### src/rtl/apb_timer_completer_pkg.sv
// Shared definitions for the APB timer completer: register offsets, CTRL bit
// positions, FSM state encoding and the offset/access legality check.
package apb_timer_completer_pkg;

    typedef enum logic [1:0] {
        ST_IDLE = 2'd0,
        ST_WAIT = 2'd1,
        ST_RESP = 2'd2
    } apb_state_e;

    // Word indices, i.e. PADDR[5:2]
    localparam logic [3:0] REG_CTRL     = 4'h0;
    localparam logic [3:0] REG_LOAD     = 4'h1;
    localparam logic [3:0] REG_COUNT    = 4'h2;
    localparam logic [3:0] REG_STATUS   = 4'h3;
    localparam logic [3:0] REG_PRESCALE = 4'h4;
    localparam logic [3:0] REG_SCRATCH  = 4'h5;

    localparam int CTRL_EN          = 0;
    localparam int CTRL_AUTO_RELOAD = 1;
    localparam int CTRL_IRQ_EN      = 2;
    localparam int STATUS_EXPIRED   = 0;

    function automatic logic reg_error(input logic [3:0] idx, input logic wr);
        return (idx > REG_SCRATCH) || (wr && (idx == REG_COUNT));
    endfunction

endpackage

### src/rtl/apb_timer_completer_if.sv
// APB bus bundle between the LSU initiator bridge and the timer completer.
interface apb_timer_completer_if;
    // A transfer is a setup cycle (PSEL=1, PENABLE=0) followed by access cycles
    // (PSEL=1, PENABLE=1); it completes on the first access cycle with PREADY=1,
    // and PRDATA/PSLVERR are only meaningful while PREADY=1.
    logic        PSEL;
    logic        PENABLE;
    logic        PWRITE;
    logic [31:0] PADDR;
    logic [31:0] PWDATA;
    logic [31:0] PRDATA;
    logic        PREADY;
    logic        PSLVERR;

    modport master (
        output PSEL, PENABLE, PWRITE, PADDR, PWDATA,
        input  PRDATA, PREADY, PSLVERR
    );

    modport slave (
        input  PSEL, PENABLE, PWRITE, PADDR, PWDATA,
        output PRDATA, PREADY, PSLVERR
    );
endinterface

### src/rtl/apb_timer_core.sv
// Prescaled down-counter: prescaler, COUNT and the EXPIRED flag.
module apb_timer_core #(
    parameter int PRESC_W = 16
) (
    input  logic               clk,
    input  logic               rst,
    input  logic               en,
    input  logic               auto_reload,
    input  logic [PRESC_W-1:0] presc,
    input  logic               load_wr,
    input  logic [31:0]        load_value,
    input  logic [31:0]        reload_value,
    input  logic               presc_clr,
    input  logic               w1c,
    output logic [31:0]        count,
    output logic               expired,
    output logic               clear_en
);

    logic [PRESC_W-1:0] pcnt_q;
    logic [31:0]        count_q;
    logic               expired_q;
    logic               wrap;
    logic               tick;
    logic               expiry;

    // >= keeps the prescaler from running away if PRESCALE is lowered mid-count
    assign wrap     = pcnt_q >= presc;
    assign tick     = en && wrap && !load_wr;
    assign expiry   = tick && (count_q == 32'd0);
    assign clear_en = expiry && !auto_reload;

    always_ff @(posedge clk) begin
        if (rst) begin
            pcnt_q    <= '0;
            count_q   <= '0;
            expired_q <= 1'b0;
        end else begin
            if (load_wr || presc_clr) begin
                pcnt_q <= '0;
            end else if (en) begin
                pcnt_q <= wrap ? '0 : pcnt_q + 1'b1;
            end

            if (load_wr) begin
                count_q <= load_value;
            end else if (tick) begin
                if (count_q != 32'd0) begin
                    count_q <= count_q - 32'd1;
                end else if (auto_reload) begin
                    count_q <= reload_value;
                end
            end

            // Set wins over a same-edge write-1-to-clear
            if (expiry) begin
                expired_q <= 1'b1;
            end else if (w1c) begin
                expired_q <= 1'b0;
            end
        end
    end

    assign count   = count_q;
    assign expired = expired_q;

endmodule

### src/rtl/apb_timer_completer.sv
// APB completer hosting a prescaled down-counting timer with programmable wait
// states; PREADY is held until the initiator ends the access phase.
module apb_timer_completer
    import apb_timer_completer_pkg::*;
#(
    parameter logic [2:0] WAIT_STATES = 3'd1,
    parameter int         PRESC_W     = 16
) (
    input  logic                   clk,
    input  logic                   rst,
    apb_timer_completer_if.slave   apb,
    output logic                   irq,
    output apb_state_e             fsm_state
);

    apb_state_e         state_q, state_d;
    logic [2:0]         wcnt_q, wcnt_d;
    logic [3:0]         addr_q;
    logic               write_q;
    logic [31:0]        wdata_q;

    logic [31:0]        prdata_q;
    logic               pready_q;
    logic               pslverr_q;

    logic               ctrl_en_q, ctrl_ar_q, ctrl_ie_q;
    logic [31:0]        load_q;
    logic [PRESC_W-1:0] presc_q;
    logic [31:0]        scratch_q;
    logic               irq_q;

    logic               latch;
    logic               respond;
    logic [3:0]         acc_idx;
    logic               acc_write;
    logic [31:0]        acc_wdata;
    logic               acc_err;
    logic [31:0]        rdata;
    logic               commit;
    logic               wr_ctrl, wr_load, wr_status, wr_presc, wr_scratch;

    logic [31:0]        count;
    logic               expired;
    logic               clear_en;

    logic               unused_paddr_bits;
    assign unused_paddr_bits = ^{apb.PADDR[31:6], apb.PADDR[1:0]};

    // wcnt holds the number of PREADY=0 access cycles still to come after the
    // current one, so WAIT_STATES=0 must answer straight from the setup edge.
    always_comb begin
        state_d   = state_q;
        wcnt_d    = wcnt_q;
        latch     = 1'b0;
        respond   = 1'b0;
        acc_idx   = addr_q;
        acc_write = write_q;
        acc_wdata = wdata_q;
        case (state_q)
            ST_IDLE: begin
                if (apb.PSEL && !apb.PENABLE) begin
                    latch     = 1'b1;
                    acc_idx   = apb.PADDR[5:2];
                    acc_write = apb.PWRITE;
                    acc_wdata = apb.PWDATA;
                    if (WAIT_STATES == 3'd0) begin
                        state_d = ST_RESP;
                        respond = 1'b1;
                    end else begin
                        state_d = ST_WAIT;
                        wcnt_d  = WAIT_STATES - 3'd1;
                    end
                end
            end
            ST_WAIT: begin
                if (!apb.PSEL) begin
                    state_d = ST_IDLE;
                end else if (wcnt_q == 3'd0) begin
                    state_d = ST_RESP;
                    respond = 1'b1;
                end else begin
                    wcnt_d = wcnt_q - 3'd1;
                end
            end
            ST_RESP: begin
                if (!(apb.PSEL && apb.PENABLE)) begin
                    state_d = ST_IDLE;
                end
            end
            default: state_d = ST_IDLE;
        endcase
    end

    always_ff @(posedge clk) begin
        if (rst) begin
            state_q <= ST_IDLE;
            wcnt_q  <= '0;
        end else begin
            state_q <= state_d;
            wcnt_q  <= wcnt_d;
        end
    end

    always_comb begin
        rdata = '0;
        case (acc_idx)
            REG_CTRL:     rdata = {29'd0, ctrl_ie_q, ctrl_ar_q, ctrl_en_q};
            REG_LOAD:     rdata = load_q;
            REG_COUNT:    rdata = count;
            REG_STATUS:   rdata = {31'd0, expired};
            REG_PRESCALE: rdata = 32'(presc_q);
            REG_SCRATCH:  rdata = scratch_q;
            default:      rdata = '0;
        endcase
    end

    assign acc_err    = reg_error(acc_idx, acc_write);
    assign commit     = respond && acc_write && !acc_err;
    assign wr_ctrl    = commit && (acc_idx == REG_CTRL);
    assign wr_load    = commit && (acc_idx == REG_LOAD);
    assign wr_status  = commit && (acc_idx == REG_STATUS) && acc_wdata[STATUS_EXPIRED];
    assign wr_presc   = commit && (acc_idx == REG_PRESCALE);
    assign wr_scratch = commit && (acc_idx == REG_SCRATCH);

    always_ff @(posedge clk) begin
        if (rst) begin
            addr_q    <= '0;
            write_q   <= 1'b0;
            wdata_q   <= '0;
            prdata_q  <= '0;
            pready_q  <= 1'b0;
            pslverr_q <= 1'b0;
        end else begin
            if (latch) begin
                addr_q  <= apb.PADDR[5:2];
                write_q <= apb.PWRITE;
                wdata_q <= apb.PWDATA;
            end
            if (respond) begin
                pready_q  <= 1'b1;
                pslverr_q <= acc_err;
                prdata_q  <= (acc_write || acc_err) ? 32'd0 : rdata;
            end else if (state_d == ST_IDLE) begin
                pready_q  <= 1'b0;
                pslverr_q <= 1'b0;
                prdata_q  <= '0;
            end
        end
    end

    always_ff @(posedge clk) begin
        if (rst) begin
            ctrl_en_q <= 1'b0;
            ctrl_ar_q <= 1'b0;
            ctrl_ie_q <= 1'b0;
            load_q    <= '0;
            presc_q   <= '0;
            scratch_q <= '0;
            irq_q     <= 1'b0;
        end else begin
            // A CTRL write overrides the timer's own EN clear on expiry
            if (wr_ctrl) begin
                ctrl_en_q <= acc_wdata[CTRL_EN];
                ctrl_ar_q <= acc_wdata[CTRL_AUTO_RELOAD];
                ctrl_ie_q <= acc_wdata[CTRL_IRQ_EN];
            end else if (clear_en) begin
                ctrl_en_q <= 1'b0;
            end
            if (wr_load) begin
                load_q <= acc_wdata;
            end
            if (wr_presc) begin
                presc_q <= acc_wdata[PRESC_W-1:0];
            end
            if (wr_scratch) begin
                scratch_q <= acc_wdata;
            end
            irq_q <= expired && ctrl_ie_q;
        end
    end

    apb_timer_core #(.PRESC_W(PRESC_W)) u_core (
        .clk          (clk),
        .rst          (rst),
        .en           (ctrl_en_q),
        .auto_reload  (ctrl_ar_q),
        .presc        (presc_q),
        .load_wr      (wr_load),
        .load_value   (acc_wdata),
        .reload_value (load_q),
        .presc_clr    (wr_ctrl && !ctrl_en_q && acc_wdata[CTRL_EN]),
        .w1c          (wr_status),
        .count        (count),
        .expired      (expired),
        .clear_en     (clear_en)
    );

    assign apb.PRDATA  = prdata_q;
    assign apb.PREADY  = pready_q;
    assign apb.PSLVERR = pslverr_q;
    assign irq         = irq_q;
    assign fsm_state   = state_q;

endmodule
### src/flat_wrapper.sv
// flat-port wrapper written by rule: the top's interface ports become plain ports
module apb_timer_completer_flat import apb_timer_completer_pkg::*;
#(
    parameter logic [2:0] WAIT_STATES = 3'd1,
    parameter int         PRESC_W     = 16
)
  (clk, rst, irq, fsm_state, apb_PSEL, apb_PENABLE, apb_PWRITE, apb_PADDR, apb_PWDATA, apb_PRDATA, apb_PREADY, apb_PSLVERR);
  apb_timer_completer_if apb_i ();
  input  logic clk;
  input  logic rst;
  output logic irq;
  output apb_state_e fsm_state;
  input wire logic [$bits(apb_i.PSEL)-1:0] apb_PSEL;
  input wire logic [$bits(apb_i.PENABLE)-1:0] apb_PENABLE;
  input wire logic [$bits(apb_i.PWRITE)-1:0] apb_PWRITE;
  input wire logic [$bits(apb_i.PADDR)-1:0] apb_PADDR;
  input wire logic [$bits(apb_i.PWDATA)-1:0] apb_PWDATA;
  output wire logic [$bits(apb_i.PRDATA)-1:0] apb_PRDATA;
  output wire logic [$bits(apb_i.PREADY)-1:0] apb_PREADY;
  output wire logic [$bits(apb_i.PSLVERR)-1:0] apb_PSLVERR;
  assign apb_i.PSEL = apb_PSEL;
  assign apb_i.PENABLE = apb_PENABLE;
  assign apb_i.PWRITE = apb_PWRITE;
  assign apb_i.PADDR = apb_PADDR;
  assign apb_i.PWDATA = apb_PWDATA;
  assign apb_PRDATA = apb_i.PRDATA;
  assign apb_PREADY = apb_i.PREADY;
  assign apb_PSLVERR = apb_i.PSLVERR;
  apb_timer_completer #(.WAIT_STATES(WAIT_STATES), .PRESC_W(PRESC_W)) u_core (.clk(clk), .rst(rst), .apb(apb_i), .irq(irq), .fsm_state(fsm_state));
endmodule
### config.mk
export PLATFORM = sky130hd
export DESIGN_NAME = apb_timer_completer_flat
export DESIGN_NICKNAME = d
export VERILOG_FILES = /design/src/rtl/apb_timer_completer_pkg.sv /design/src/rtl/apb_timer_completer_if.sv /design/src/rtl/apb_timer_core.sv /design/src/rtl/apb_timer_completer.sv /design/src/flat_wrapper.sv
export SDC_FILE = /design/constraint.sdc
export NUM_CORES = 1
export LEC_CHECK = 0
export CAP_MARGIN = 30
export CORE_MARGIN = 2
export CORE_UTILIZATION = 42
export CTS_CLUSTER_DIAMETER = 60
export CTS_CLUSTER_SIZE = 30
export DETAILED_ROUTE_END_ITERATION = 8
export PLACE_DENSITY = 0.75
export SLEW_MARGIN = 5
export SYNTH_ARGS = -nofsm -noshare
export SYNTH_HDL_FRONTEND = slang
export SYNTH_SLANG_ARGS = --single-unit
### constraint.sdc
create_clock -name clk -period 3.15 [get_ports clk]
set_input_delay 0.945 -clock clk [delete_from_list [all_inputs] [get_ports clk]]
set_output_delay 0.945 -clock clk [all_outputs]
set_load 0.01 [all_outputs]
==> results.yml, run 1 <==
status:
  status: "complete, no violations"
floorplan:
  row_count: 55
  die_height_microns: 157
  boundaryPins: 106
  die-area_sq_um: 24500
  starting_density_of_the_core: 0.430
  floorplan.die.width_microns: 157
  fp.coreArea_sq_um: 22800
power_and_ir_drop:
  power.density_nw_per_um2: 456
  total_power_uw: 5580
  total_leakage_power_uw: 0.00439
  vdd.ir_drop.worst_mv: 0.277
worst_hold_path:
  whs_path_depth: 2
  timing.hold.worst_endpoint: "u_core.irq$_SDFF_PP0_"
  holdCritStartpoint: "u_core.ctrl_ie_q$_SDFFE_PP0N_"
  holdCritPathClass: "flop to flop"
sta:
  timing.clock.skew_ns: 0.0192
  rsz0062_at_grt: "no"
  portion_of_the_clock_cycle_consumed_by_the_worst_path_in_the_final_layout: 0.902
  setup_violations: 0
  timing.final.max_slew_violations: 0
  final_critical_path_setup_slack_ns: 0.309
  layout_min_cycle_time_ns: 2.84
  slew_headroom: 0.471
  max_clock_freq_ghz: 0.352
  hold_viol: 0
  hold-worst-slack_ns: 0.451
  tightest_slew_ns: 0.790
setup_path:
  path_cells: "inv_1 -> ha_1 -> nand4_1 -> o311a_1 -> o31a_1 -> nor2_1 -> o311ai_0 -> a21oi_1"
  r2r_end: "u_core.u_core.count[21]$_SDFFE_PP0P_"
  slowest_stage: "sky130_fd_sc_hd__nor2_1"
  max_stage_delay_ns: 0.64
  worst_flop_to_flop_path_startpoint: "u_core.presc_q[7]$_SDFFE_PP0P_"
  setup.worst_path.start_class: "flop"
  criticalPathCategory: "flop to flop"
  worst_r2r_path_depth: 8
  critical_path_required_ns: 3.59
  critical_path_arrival_ns: 3.28
  critPathMaxFanout: 9
  r2r_slack_ns: 0.31
  endpoint_kind: "flop"
final_layout:
  fin_nets: 1352
  stdcell_area_sq_um: 12200
  insertedDiodeCount: 0
  instances_no_fill: 1588
  syn2layout_area_growth_pct: 25.0
  drive_gt1_frac: 0.153
routing:
  drtPass1Iterations: 8
  postRouteWirelength_microns: 26700
  route.vias.total: 8868
  drt_first_iter_violations: 836
  wire_per_inst_microns: 16.8
  routed_via_count_divided_by_cell_count: 5.58
  drcViolationCount: 0
  ant_nets: 0
clock_network:
  clock_tree.buffer_depth: 3
  htree_num_levels: 1
  cts.root.buffer_cell: "sky130_fd_sc_hd__clkbuf_16"
  clkSinkCount: 209
  clk_pin_slew_worst_paths_ns: 0.07
  cts_tree: "yes"
  cts-buffers-inserted: 21
  clock_insertion_delay_worst_skew_ns: 0.51
  post_cts_hold_buffer_count: 0
place:
  post-place-cells: 1538
  port_buffers: 77
  pre_cts_ws_ns: -0.532
  dpl.hpwl_microns: 18000
  place.gp.congestion: 0.857
  placed_area_sq_um: 11300
yosys:
  async_reset_ff_frac: 0
  syn_inst: 1150
  postSynthNetCount: 1240
  synth_top_area_cell: "sky130_fd_sc_hd__dfxtp_1"
  seq_area_frac_synth: 0.428
  post_synth_most_frequent_cells: "209 x sky130_fd_sc_hd__dfxtp_1, 175 x sky130_fd_sc_hd__nand2_1, 152 x sky130_fd_sc_hd__nor2_1, 85 x sky130_fd_sc_hd__a21oi_1, 57 x sky130_fd_sc_hd__clkbuf_1"
  synth_top_flop_cell: "sky130_fd_sc_hd__dfxtp_1"
  yosys_register_bits: 209
  yosys-top-cells-area: "sky130_fd_sc_hd__dfxtp_1 43%, sky130_fd_sc_hd__nand2_1 6.7%, sky130_fd_sc_hd__nor2_1 5.8%"
  synthesis.area_per_instance_sq_um: 8.51
  number_of_enable_flip_flop_cells_after_synthesis: 0
  syn_area_sq_um: 9780
  yosysUniqueCellTypes: 62
  ys_warn_count: 0
  post-synth-top-count-cell: "sky130_fd_sc_hd__dfxtp_1"
  yosysTopAreaCellShare: 0.428
grt:
  grt_pass1_vias: 8530
  maximum_number_of_pins_on_one_net_before_global_route_repair: 72
  grt_usage: 0.213
  grt_antenna_before_repair: 0
  grt_pass1_wl_microns: 42800
  global_route.overflow_total: 0
flow_run:
  timing.max_cap.violations: 0
worst max-delay path by stage:
stage	end	cells after the start	start
floorplan	u_core.apb.PRDATA[11]$_SDFFE_PP0P_	7	apb_PENABLE
detailed placement	u_core.u_core.pcnt_q[7]$_SDFFE_PP0P_	10	apb_PENABLE
finish	u_core.u_core.count[21]$_SDFFE_PP0P_	8	u_core.presc_q[7]$_SDFFE_PP0P_
CTS	u_core.scratch_q[1]$_SDFFE_PP0P_	11	apb_PENABLE
global route	u_core.u_core.count[21]$_SDFFE_PP0P_	9	u_core.u_core.pcnt_q[0]$_SDFFE_PP0P_
global placement	u_core.u_core.pcnt_q[9]$_SDFFE_PP0P_	10	apb_PENABLE
stage by stage:
step,TNS (ns),util
after floorplan,0,-
after global placement,-37.14,0.496
after detailed placement,-38.16,0.496
after CTS,0,0.527
after global routing,0,0.537
final,0,0.537
cell type report:
| class | instances | area, sq um |
|---|---|---|
| clock inverter | 12 | 135 |
| sequential | 209 | 4180 |
| inverter | 30 | 113 |
| clock buffer | 24 | 557 |
| multi-input combinational | 827 | 5130 |
| fill | 2024 | 10500 |
| timing repair buffer | 173 | 1720 |
| tap | 313 | 392 |
cells by family (layout without fill, tap and decap cells):
group                    count (synthesis)  in the layout  share of synthesized area
AO/OA/AOI/OAI                          287            287                      0.216
XOR/XNOR                                34             34                     0.0304
adder cells (fa/ha/maj)                 21             21                     0.0269
buffers and inverters                  114            239                     0.0537
flip-flops                             209            209                      0.428
multiplexers                            45             45                     0.0467
AND/OR/NAND/NOR                        440            440                      0.199
power by group:
part,switching (uW),internal (uW),leakage [uW]
registers,17.6,2670,0.00169
logic,205,157,0.00237
clock network,1130,1390,0.000335
total,1360,4220,0.00439
sequential cells by signal, indices dropped and copies added, names as in the netlist, 2 cells and up:
name,flops
u_core.u_core.count,32
u_core.addr_q,4
u_core.wdata_q,32
u_core.fsm_state,2
u_core.scratch_q,32
u_core.load_q,32
u_core.u_core.pcnt_q,16
u_core.wcnt_q,3
u_core.apb.PRDATA,32
u_core.presc_q,16
routing by layer:
metal | global-route usage | up-vias | routed length [microns]
li1 | - | 4310 | -
met1 | 0.282 | 4199 | 11800
met2 | 0.352 | 315 | 12500
met3 | 0.0332 | 44 | 1790
met4 | 0.0743 | 0 | 631
met5 | 0 | - | 0
placed cells by master, fill, tap and decap left out, drive strengths merged, types with 6 or more instances in the layout:
cell type,synthesis,layout
clkdlybuf4s50,0,74
nand2b,7,7
or3,7,7
a31oi,6,6
xnor2,22,22
o21ai,44,44
mux2i,43,43
nor3,21,21
a222oi,26,26
and2,6,6
clkbuf,57,28
nand2,175,175
nor4,15,15
o211ai,9,9
a21oi,85,85
and3,6,6
a21o,13,13
ha,21,21
nor2,162,162
nand4,8,8
inv,30,35
nand3,18,18
a211oi,57,57
buf,27,93
a311oi,13,13
dfxtp,209,209
xor2,12,12
worst max-delay path, delay by kind of cell, from the launching register on:
kind | cells | cell delay [ns]
fa+ha+maj | 1 | 0.31
flops | 1 | 0.42
buf+inv | 1 | 0.07
simple gates | 2 | 0.73
compound gates | 4 | 1.25
timing repair:
action,CTS,global route
setup buffers,0,8
gates cloned,0,6
setup endpoints to repair,14,59
gates resized for setup,1,11
pin swaps,0,7
No activity file was read; power rests on OpenSTA's default activity.
==> run 2: changes to the inputs <==
--- a/config.mk
+++ b/config.mk
@@ -6,12 +6,12 @@
 export NUM_CORES = 1
 export LEC_CHECK = 0
 export CAP_MARGIN = 30
-export CORE_MARGIN = 2
 export CORE_UTILIZATION = 42
 export CTS_CLUSTER_DIAMETER = 60
 export CTS_CLUSTER_SIZE = 30
 export DETAILED_ROUTE_END_ITERATION = 8
-export PLACE_DENSITY = 0.75
+export PLACE_DENSITY = 0.72
+export SKIP_LAST_GASP = 1
 export SLEW_MARGIN = 5
 export SYNTH_ARGS = -nofsm -noshare
 export SYNTH_HDL_FRONTEND = slang
==> constraint.sdc (replaced) <==
create_clock -name clk -period 2.9 [get_ports clk]
set_input_delay 0.87 -clock clk [delete_from_list [all_inputs] [get_ports clk]]
set_output_delay 0.87 -clock clk [all_outputs]
set_load 0.01 [all_outputs]
==> results.yml, run 2 (synthesis results as in run 1) <==
status:
  status: "complete, but fails checks"
  failed_checks: "DRC"
sta:
  hold_viol: 0
  hold-worst-slack_ns: 0.455
  portion_of_the_clock_cycle_consumed_by_the_worst_path_in_the_final_layout: 0.969
  final_critical_path_setup_slack_ns: 0.0910
  rsz0062_at_grt: "no"
  timing.clock.skew_ns: 0.0343
  timing.final.max_slew_violations: 0
  tightest_slew_ns: 0.630
  max_clock_freq_ghz: 0.356
  setup_violations: 0
  slew_headroom: 0.580
  layout_min_cycle_time_ns: 2.81
routing:
  route.vias.total: 8809
  drtPass1Iterations: 9
  drt_first_iter_violations: 806
  drcViolationCount: 3
  ant_nets: 0
  wire_per_inst_microns: 17.3
  routed_via_count_divided_by_cell_count: 5.65
  postRouteWirelength_microns: 26900
setup_path:
  worst_setup_path_startpoint: "apb_PENABLE"
  critical_path_arrival_ns: 3.24
  critPathMaxFanout: 8
  path_depth: 11
  critical-path-top-delay-family: "simple AND/OR/NAND/NOR gates"
  max_stage_delay_ns: 0.53
  timing.critical_path.buf_inv: 4
  critical_path_required_ns: 3.33
  setup.worst_path.start_class: "input pin"
  critical_path.endpoint: "u_core.presc_q[2]$_SDFFE_PP0P_"
  endpoint_kind: "flop"
  path_cells: "dlygate4sd2_1 -> or4b_4 -> mux2_4 -> and2_4 -> nor4b_4 -> buf_4 -> and2_4 -> buf_12 -> buf_16 -> nor2_2 -> a211oi_2"
  worst_r2r_path_depth: 11
  critPathMostFrequentCell: "sky130_fd_sc_hd__and2_4"
  worst_flop_to_flop_path_startpoint: "u_core.u_core.pcnt_q[0]$_SDFFE_PP0P_"
  criticalPathCategory: "input pin to flop"
  r2r_end: "u_core.u_core.count[31]$_SDFFE_PP0P_"
  r2r_slack_ns: 0.23
  slowest_stage: "sky130_fd_sc_hd__or4b_4"
clock_network:
  cts_tree: "yes"
  clock_insertion_delay_worst_skew_ns: 0.53
  htree_num_levels: 1
  clock_tree.buffer_depth: 3
  post_cts_hold_buffer_count: 0
  cts.root.buffer_cell: "sky130_fd_sc_hd__clkbuf_16"
  clkSinkCount: 209
  cts-buffers-inserted: 19
  clk_pin_slew_worst_paths_ns: 0.08
grt:
  grt_pass1_vias: 8420
  maximum_number_of_pins_on_one_net_before_global_route_repair: 85
  grt_usage: 0.227
  grt_antenna_before_repair: 0
  global_route.overflow_total: 0
  grt_pass1_wl_microns: 44000
floorplan:
  die_height_microns: 155
  row_count: 55
  fp.coreArea_sq_um: 22700
  floorplan.die.width_microns: 155
  boundaryPins: 106
  die-area_sq_um: 23900
  starting_density_of_the_core: 0.431
final_layout:
  instances_no_fill: 1560
  most_frequent_cells_in_the_layout: "209 x sky130_fd_sc_hd__dfxtp_1, 175 x sky130_fd_sc_hd__nand2_1, 142 x sky130_fd_sc_hd__nor2_1, 84 x sky130_fd_sc_hd__a21oi_1, 74 x sky130_fd_sc_hd__clkdlybuf4s50_1"
  stdcell_area_sq_um: 12400
  insertedDiodeCount: 0
  syn2layout_area_growth_pct: 26.9
  layout_commonest_cell: "sky130_fd_sc_hd__dfxtp_1"
  fill_cells: 1988
  fin_nets: 1352
  drive_gt1_frac: 0.164
  final_util: 0.547
flow_run:
  timing.max_cap.violations: 0
place:
  placed_area_sq_um: 11500
  place.gp.congestion: 0.847
  port_buffers: 77
  dpl.hpwl_microns: 17500
  post-place-cells: 1513
  pre_cts_ws_ns: -0.705
power_and_ir_drop:
  power.density_nw_per_um2: 488
  vdd.ir_drop.worst_mv: 0.357
  total_leakage_power_uw: 0.00447
worst_hold_path:
  holdCritPathClass: "flop to flop"
[run 2: cell types whose count changed in the layout (fill, tap and decap cells not counted), sizes merged]
cell          previous run  this run
buf                     93        99
bufinv                   1         0
clkbuf                  28        19
clkinv                   4         6
clkinvlp                 2         0
dlygate4sd2              0         2
dlymetal6s2s             2         0
inv                     35        39
[run 2: final cells by class]
| class | count | area [sq um] | area share |
|---|---|---|---|
| Tap cell | 285 | 357 | 0.0287 |
| Clock buffer | 19 | 475 | 0.0383 |
| Sequential cell | 209 | 4180 | 0.337 |
| Timing Repair Buffer | 175 | 1850 | 0.149 |
| Multi-Input combinational cell | 827 | 5230 | 0.421 |
| Clock inverter | 15 | 210 | 0.0169 |
| Inverter | 30 | 113 | 0.00907 |
[run 2: worst min-delay path by stage]
stage	cells after the start	startpoint	endpoint	slack, ns
after global routing	2	u_core.apb.PRDATA[0]$_SDFFE_PP0P_	u_core.apb.PRDATA[0]$_SDFFE_PP0P_	0.47
final	2	u_core.apb.PRDATA[29]$_SDFFE_PP0P_	u_core.apb.PRDATA[29]$_SDFFE_PP0P_	0.46
after CTS	2	u_core.apb.PRDATA[29]$_SDFFE_PP0P_	u_core.apb.PRDATA[29]$_SDFFE_PP0P_	0.46
after floorplan	2	u_core.ctrl_ie_q$_SDFFE_PP0N_	u_core.irq$_SDFF_PP0_	0.42
after global placement	2	u_core.apb.PRDATA[30]$_SDFFE_PP0P_	u_core.apb.PRDATA[30]$_SDFFE_PP0P_	0.44
after detailed placement	1	u_core.apb.PRDATA[11]$_SDFFE_PP0P_	u_core.apb.PRDATA[11]$_SDFFE_PP0P_	0.44
[run 2: metrics by stage]
step           total power (uW)  TNS (ns)
2_1_floorplan              3180     -4.24
3_3_place_gp               3370    -64.65
3_5_place_dp               3380    -68.59
4_1_cts                    6100         0
5_1_grt                    6230         0
6_report                   6050         0
[run 2: metal layers]
| layer | part of all wire | track usage | vias to the layer above |
|---|---|---|---|
| li1 | - | - | 4311 |
| met1 | 0.47 | 0.322 | 4172 |
| met2 | 0.45 | 0.360 | 288 |
| met3 | 0.059 | 0.0272 | 38 |
| met4 | 0.019 | 0.0660 | 0 |
| met5 | 0 | 0 | - |
[run 2: worst min-delay path: cells and delay by family, from the launching register on]
family	cells	cell delay [ns]
AOI/OAI and AO/OA	1	0.05
DFF	1	0.33
and+or+nand+nor	1	0.04
[run 2: report_power, final]
part           switching (uW)  internal, uW
clock                    1390          1340
combinational             218           183
sequential               20.8          2900
[run 2: timing repair]
| action | CTS | global route |
|---|---|---|
| gates resized for setup | 11 | 5 |
| endpoints found under the setup margin | 69 | 57 |
| endpoints found under the hold margin | 0 | 0 |
| pin swaps | 3 | 3 |
| setup buffers | 8 | 0 |
| cloned | 5 | 0 |
